$ cat src/rtl/pipeline_hazard_ctrl.sv
// rtl/pipeline_hazard_ctrl.sv - PC-hold/bubble sequencing for load-use, jump flush and halt drain
module pipeline_hazard_ctrl #(
    parameter int DRAIN_CYCLES = 3,
    parameter int CNT_W        = 16
) (
    input  logic             clk,
    input  logic             rst_n,
    input  logic [4:0]       dec_rr1,
    input  logic [4:0]       dec_rr2,
    input  logic             dec_uses_rs1,
    input  logic             dec_uses_rs2,
    input  logic             dec_halt,
    input  logic [4:0]       ex_write_reg,
    input  logic             ex_reg_wrenable,
    input  logic             ex_mem_to_reg,
    input  logic             ex_should_jump,
    output logic             pc_hold,
    output logic             bubble,
    output logic             halted,
    output logic [1:0]       state,
    output logic [CNT_W-1:0] stall_cnt,
    output logic [CNT_W-1:0] flush_cnt
);

    typedef enum logic [1:0] {
        RUN    = 2'b00,
        STALL  = 2'b01,
        DRAIN  = 2'b10,
        HALTED = 2'b11
    } state_t;

    state_t     state_q, state_d;
    logic [3:0] drain_q, drain_d;
    logic       halted_q;
    logic       stall_inc, flush_inc;
    logic       lu;

    assign lu = ex_mem_to_reg && ex_reg_wrenable && (ex_write_reg != 5'd0) &&
                ((dec_uses_rs1 && (dec_rr1 == ex_write_reg)) ||
                 (dec_uses_rs2 && (dec_rr2 == ex_write_reg)));

    always_comb begin
        state_d   = state_q;
        drain_d   = drain_q;
        pc_hold   = 1'b0;
        bubble    = 1'b0;
        stall_inc = 1'b0;
        flush_inc = 1'b0;
        case (state_q)
            RUN, STALL: begin
                if (ex_should_jump) begin
                    bubble    = 1'b1;
                    flush_inc = 1'b1;
                    state_d   = RUN;
                end else if (lu) begin
                    pc_hold   = 1'b1;
                    bubble    = 1'b1;
                    stall_inc = 1'b1;
                    state_d   = STALL;
                end else if (dec_halt) begin
                    pc_hold   = 1'b1;
                    state_d   = DRAIN;
                    drain_d   = 4'(DRAIN_CYCLES);
                end else begin
                    state_d   = RUN;
                end
            end
            DRAIN: begin
                pc_hold = 1'b1;
                bubble  = 1'b1;
                drain_d = (drain_q != 4'd0) ? drain_q - 4'd1 : 4'd0;
                if (drain_q <= 4'd1) begin
                    state_d = HALTED;
                end
            end
            default: begin
                pc_hold = 1'b1;
                bubble  = 1'b1;
            end
        endcase
        // Fetch is frozen for the whole time reset is held, independent of the clock.
        if (!rst_n) begin
            pc_hold = 1'b1;
            bubble  = 1'b1;
        end
    end

    // halted trails the HALTED state by one edge: it rises DRAIN_CYCLES+1 edges after the halt is accepted.
    always_ff @(posedge clk or negedge rst_n) begin
        if (!rst_n) begin
            state_q   <= RUN;
            drain_q   <= 4'd0;
            halted_q  <= 1'b0;
            stall_cnt <= '0;
            flush_cnt <= '0;
        end else begin
            state_q  <= state_d;
            drain_q  <= drain_d;
            halted_q <= (state_q == HALTED);
            if (stall_inc && (stall_cnt != {CNT_W{1'b1}})) begin
                stall_cnt <= stall_cnt + 1'b1;
            end
            if (flush_inc && (flush_cnt != {CNT_W{1'b1}})) begin
                flush_cnt <= flush_cnt + 1'b1;
            end
        end
    end

    assign state  = state_q;
    assign halted = halted_q;

endmodule

$ cat config.mk
export PLATFORM = sky130hd
export DESIGN_NAME = pipeline_hazard_ctrl
export DESIGN_NICKNAME = d
export VERILOG_FILES = /design/src/rtl/pipeline_hazard_ctrl.sv
export SDC_FILE = /design/constraint.sdc
export NUM_CORES = 1
export LEC_CHECK = 0
export CORE_ASPECT_RATIO = 0.9
export CORE_MARGIN = 3
export CORE_UTILIZATION = 45
export DETAILED_ROUTE_END_ITERATION = 8
export PLACE_DENSITY = 0.84
export SYNTH_ARGS = -nofsm -noshare
export SYNTH_HDL_FRONTEND = slang
export SYNTH_SLANG_ARGS = --single-unit
$ cat constraint.sdc
create_clock -name clk -period 2.2 [get_ports clk]
set_clock_uncertainty 0.1 [all_clocks]
set_input_delay 0.44 -clock clk [delete_from_list [all_inputs] [get_ports clk]]
set_output_delay 0.44 -clock clk [all_outputs]
set_load 0.1 [all_outputs]
Yosys cells after proc, flatten, opt, wreduce, memory -nomap -nowiden
Index checks and enable logic that the tools add are counted.
{ "totals": {"inputBits": 23, "mem_count": 0, "latch_bits": 0, "regBits": 39, "ramBits": 0, "output_inout_bits": 37, "wordCells": 58, "rom_bits": 0} }
{ "op_classes": {"div": 0, "n_lt_le_gt_ge": 1, "shifts": 0, "add_sub_neg": 3, "reduce_logical": 15, "muxes": 23, "mul": 0, "eq_ne": 11, "n_bitwise": 0} }
{ "op_table": {"columns": ["operator", "n"], "rows": [
  ["16-bit by 1-bit adder with 16-bit output, second input constant", 2],
  ["16-bit inequality test, second input constant", 2],
  ["4-bit two-way mux", 4],
  ["1-bit two-way mux", 13],
  ["5-bit equality test", 2],
  ["2-bit two-way mux", 4],
  ["2-bit inequality test, second input constant", 4],
  ["4-bit one-hot mux with 2 select lines", 1],
  ["1-bit logical AND", 7],
  ["5-bit nonzero test", 1],
  ["2-bit equality test, second input constant", 2],
  ["4-bit by 1-bit less-or-equal comparator with 1-bit output, second input constant", 1],
  ["2-bit one-hot mux with 2 select lines", 1],
  ["4-bit AND reduction", 1],
  ["4-bit nonzero test", 1],
  ["4-bit by 1-bit subtractor with 4-bit output, second input constant", 1],
  ["2-bit by 1-bit equality test with 1-bit output, second input constant", 1],
  ["2-bit logical NOT", 1],
  ["2-bit AND reduction", 1],
  ["2-bit nonzero test", 1],
  ["2-bit OR reduction", 1],
  ["1-bit logical OR", 1]
]} }

Logic depth before layout (Yosys ltp)
{ "depth": {"ltp_word": 8, "depth_mapped": 7, "ltp_nobuf": 6} }

Worst setup path after synthesis
No wires, ideal clock.
{ "synth_path": {"path_type": "input -> output", "from": "input port ex_write_reg[1]", "to": "output port pc_hold", "cell_stages": 6, "required_ns": 1.660, "path_buffers": 1, "arrival_time_ns": 2.801, "setup_slack_ns": -1.141, "cell_sequence": "xnor2_1 -> nand4_1 -> o22ai_1 -> nand2b_1 -> buf_2 -> a32oi_1"} }
{ "synth_via": {"elab_chain_cells": 8, "word_cells_on_any_way": 12} }
{ "synth_rtl": {"columns": ["element", "line_no", "text"], "rows": [
  ["start, declared", "13", "input logic [4:0] ex_write_reg,"],
  ["5-bit equality test (on tied branches)", "39, 40", null],
  ["1-bit logical AND (on tied branches)", "39, 40", null],
  ["1-bit logical OR", "39", "((dec_uses_rs1 && (dec_rr1 == ex_write_reg)) ||"],
  ["1-bit logical AND (*)", "38", "assign lu = ex_mem_to_reg && ex_reg_wrenable && (ex_write_reg != 5'd0) &&"],
  ["1-bit two-way mux (*)", "55", "end else if (lu) begin"],
  ["1-bit two-way mux (*)", "51", "if (ex_should_jump) begin"],
  ["1-bit two-way mux (*)", "49", "case (state_q)"],
  ["1-bit two-way mux (*)", "82", "if (!rst_n) begin"],
  ["end, declared", "17", "output logic pc_hold,"]
]} }
Every way passes the cells marked *; elsewhere a longest branch is shown, timed or not.

Worst setup path after layout
{ "layout_path": {"from": "input port ex_write_reg[3]", "to": "output port bubble"} }
{ "layout_via": {"elab_chain_cells": 8, "word_cells_on_any_way": 12} }
{ "layout_rtl": {"columns": ["element", "line_no", "text"], "rows": [
  ["5-bit equality test (on tied branches)", "39, 40", null],
  ["1-bit logical AND (on tied branches)", "39, 40", null],
  ["1-bit logical OR", "39", null],
  ["1-bit logical AND (*)", "38", null],
  ["1-bit two-way mux (*)", "55", null],
  ["1-bit two-way mux (*)", "51", null],
  ["1-bit two-way mux (*)", "49", null],
  ["1-bit two-way mux (*)", "82", null],
  ["end, declared", "18", "output logic bubble,"]
]} }
Marked as above.

==> summary.md <==
| Metric | Value |
|---|---|
| List of cells traversed by the critical path | buf_6 > or4_4 > o211ai_2 > nand2b_4 > nand3_4 > buf_12 |
| Total of max-cap violations | 0 |
| Number of buffers on the longest clock path | 2 |
| Startpoint of the worst-slack reg-to-reg timing path | flush_cnt[0]$_DFFE_PN0P_ |
| Highest Signal Layer | met4 |
| Count of final hold-check violations | 0 |
| Via count | around 1900 |
| CTS H-tree lvls | 2 |
| Compound-Gate Fraction of Synth Area | 0.07664 |
| Clk Latency, worst-skew pair | 300 ps |
| Multiplexer area fraction after synthesis | 0.01629 |
| Wire length reported by the detailed router | 4917 um |
| Worst min-delay path class | in -> async |
| Antenna cell count | 0 |
| Final core utilization | 0.7094 |
| Internal power component | 1.279 mW |
| CP max stage delay | 520 ps |
| WP data required | 1660 ps |
| Sequential Area | roughly 1000 um^2 |
| Crit. Startpoint | ex_write_reg[3] |
| Total die area | 5458 um^2 |
| Setup ws final | -36.35 ps |
| Dominant combinational cell family by area after synthesis | simple AND/OR/NAND/NOR gates |
| Distinct cells, synth | 40 |
| Final critical-path share of the clock period | 1.017 |
| Layout cells sized above 1 | 0.4476 |
| Synth top area share | 0.4707 |
| Cell type contributing the most total cell area after synthesis | sky130_fd_sc_hd__dfrtp_1 |
| Syn Area/Cell | 10.21 um^2 |
| Static Leak | 1.355 nW |
| Combinational Power Share | 0.237 |
| Height of the die | 70.39 um |
| Largest net degree at the start of global routing | 26 |
| Unrepaired setup endpoints after global routing | true |
| Clock root cell | sky130_fd_sc_hd__clkbuf_8 |
| Sequential group share of total power | 0.447 |
| Count of clock tree sinks | 39 |
| Length in cells of the worst reg-to-reg path | 5 |
| 1st-iter DRT viols | 143 |
| Drt via density | 5.425 |
| Post-DP HPWL | between 3000 and 4000 um |
| Largest fanout on the critical path | 3 |
| # rows | 22 |
| Data arrival time of the critical path | 1700 ps |
| Synthesis Warnings | 0 |
| Remaining global-route overflow | 0 |
| Width of the die | ~78 um |
| Final sum of negative setup slack | -71.12 ps |
| Port Buffers | 59 |
| Total power per unit cell area | ~630 nW/um^2 |
| Fraction of synthesized cell area in xor and xnor cells | 0.1563 |
| Cts-stage hold buffer count | 0 |
| Switching power | just over 0.6 mW |
| Routability-driven placement congestion ratio | ~0.85 |
| Violated checks | setup timing |
| Wire length of the first global-routing pass | 8079 um |
| Total nets after synthesis | 228 |
| Cells taking the most area after synthesis | sky130_fd_sc_hd__dfrtp_1, sky130_fd_sc_hd__xnor2_1, sky130_fd_sc_hd__xor2_1 |
| Area taken by multi-input logic gates | 1139 um^2 |
| Synth Area in Simple Gates | 0.2462 |
| Clock power frac | 0.315 |
| Post-Route M1 WL | 2159 um |
| DRC violations left | 0 |
| Number of filler cells placed in the layout | between 300 and 400 |
| WS Path Type | in -> out |
| Placeable core region | 4267 um^2 |
| Max-slew violation total from the final report | 0 |
| Num CTS Buffers | 5 |
| Yosys reg bits | 39 |
| Slowest-stage cell, CP | sky130_fd_sc_hd__or4_4 |
| Clock period minus worst slack | 2236 ps |
| Wire length per cell | 14.21 um |
| Switching Fraction | 0.3258 |
| Top Ports | 60 |
| Post-DRT Antenna Nets | 0 |
| GR Util All Layers | 0.1837 |
| Seq/Total Area, Yosys | 0.4707 |
| Count of TritonRoute iterations in the first routing pass | 4 |
| Synthesis-to-finish area growth | 45.99% |
| Max Freq | roughly 450 MHz |
| Post-Synth Adder-Cell Area | 0.01207 |
| Met3 Routed Length | 283 um |
| Number of cells produced by synthesis | around 200 |
| Worst VDD drop | 0.8658 mV |
| Starting density of the core | 0.4859 |
| Number of antenna violations at the first check in global routing | 0 |
| Setup violators final | 2 |
| Crit path capture type | primary output |
| Total power draw | 1.896 mW |
| Final nets | 310 |
| Tightest Pin Transition | 405.4 ps |
| Clock tree from TritonCTS | done |
| Clock-pin slew on the worst setup and hold paths | about 80 ps |
| Startpoint kind of the worst setup timing path | primary input |
| Routed length on met2 | 2397 um |
| Vias in the first global route | approximately 1800 |
| Headroom to the max-slew limit | 0.7273 |
| Summed instance area of the synthesized netlist | 2073 um^2 |
| Run status | complete, but fails checks |
-- per-layer routing --
layer  vias to the layer above  GRT usage
met5                         -          0
met4                         0    0.06917
met3                         9    0.04253
met2                        64     0.2972
met1                       902     0.2393
li1                        902          -
-- cell type report --
class,instances,area share
inverters,4,0.004961
repair buffers,80,0.2220
clock buffers,5,0.02274
clock inverters,3,0.01447
flip-flops and latches,39,0.3348
well taps,60,0.02480
multi-input cells,155,0.3762
-- cells in the mapped netlist (all sizes together) --
cell    instances
o31ai           1
and2b           1
mux2            3
nor3b           2
nor2           13
nand4          15
inv             4
and4            1
and2            1
a32oi           2
buf             4
nand4b          3
nor4            1
o211ai          1
dfrtp          39
ha              2
a21oi           3
a31o            3
or4b            1
and3           10
nor2b           1
a21o            1
xor2           11
nor3           11
xnor2          26
o21ai           6
o22ai           1
or3             1
nand2          12
a41oi           1
nand2b          1
a31oi           3
nand3          15
or4             2
clkbuf          1
-- power groups by stage --
stage	Sequential, mW	Combinational (mW)	Clock [mW]
floorplan	1.01	0.142	0
global placement	0.859	0.445	0
detailed placement	0.863	0.450	0
CTS	0.849	0.449	0.608
global route	0.862	0.480	0.639
finish	0.849	0.450	0.598
-- layout by cell type, fill, tap and decap left out, drive strengths merged, types with 2 or more instances in the layout --
cell type	synthesis	layout
o21ai	6	6
a21oi	3	3
nand2	12	12
a32oi	2	2
mux2	3	3
nor2	13	13
inv	4	4
clkinv	0	2
and3	10	10
ha	2	2
nand4	15	15
nand3	15	15
xnor2	26	26
nand4b	3	3
a31oi	3	3
nor3	11	11
buf	4	63
dlygate4sd2	0	3
clkdlybuf4s50	0	5
nor3b	2	2
clkbuf	1	7
clkdlybuf4s15	0	6
a31o	3	3
dfrtp	39	39
xor2	11	11
or4	2	2
-- worst paths after layout --
| kind | end | slack [ps] |
|---|---|---|
| max in group asynchronous | flush_cnt[6]$_DFFE_PN0P_ | 1620 |
| worst min register to register | flush_cnt[8]$_DFFE_PN0P_ | 380 |
| worst max register to register | flush_cnt[13]$_DFFE_PN0P_ | 350 |
| worst min-delay path | stall_cnt[2]$_DFFE_PN0P_ | 80 |
| worst max-delay path | bubble | -40 |
| min in group clk | flush_cnt[8]$_DFFE_PN0P_ | 380 |
-- registers in the layout, indices dropped and copies added, names as in the netlist --
register   count
stall_cnt     16
flush_cnt     16
state          2
halted         1
drain_q        4
-- repair_timing --
item	in CTS	in global routing
pin swaps	15	12
gates resized for setup	41	8
setup buffers	2	0
endpoints found under the setup margin	4	2
-- per-stage QoR --
step	setup WS (ps)	instances	hold WS (ps)	instance area (um^2)
after floorplan	-143.1	203	44.41	2177
after global placement	-481.9	336	365.3	2877
after detailed placement	-539.6	336	369.1	2877
after CTS	-63.84	346	80.03	3017
after global routing	-96.31	346	89.39	3027
final	-36.35	346	79.76	3027
-- critical path: cells and delay by family --
kind / cells / cell delay, ps
buf+inv: 2 / 280
simple gates: 3 / 800
compound gates: 1 / 180
-- cells by family (layout without fill, tap and decap cells) --
logic type	Yosys count	count (layout)
buffers and inverters	9	92
flip-flops	39	39
AND/OR/NAND/NOR	91	91
adder cells (fa/ha/maj)	2	2
XOR/XNOR	37	37
multiplexers	3	3
AO/OA/AOI/OAI	22	22
Power figures use the tool's default switching activity.
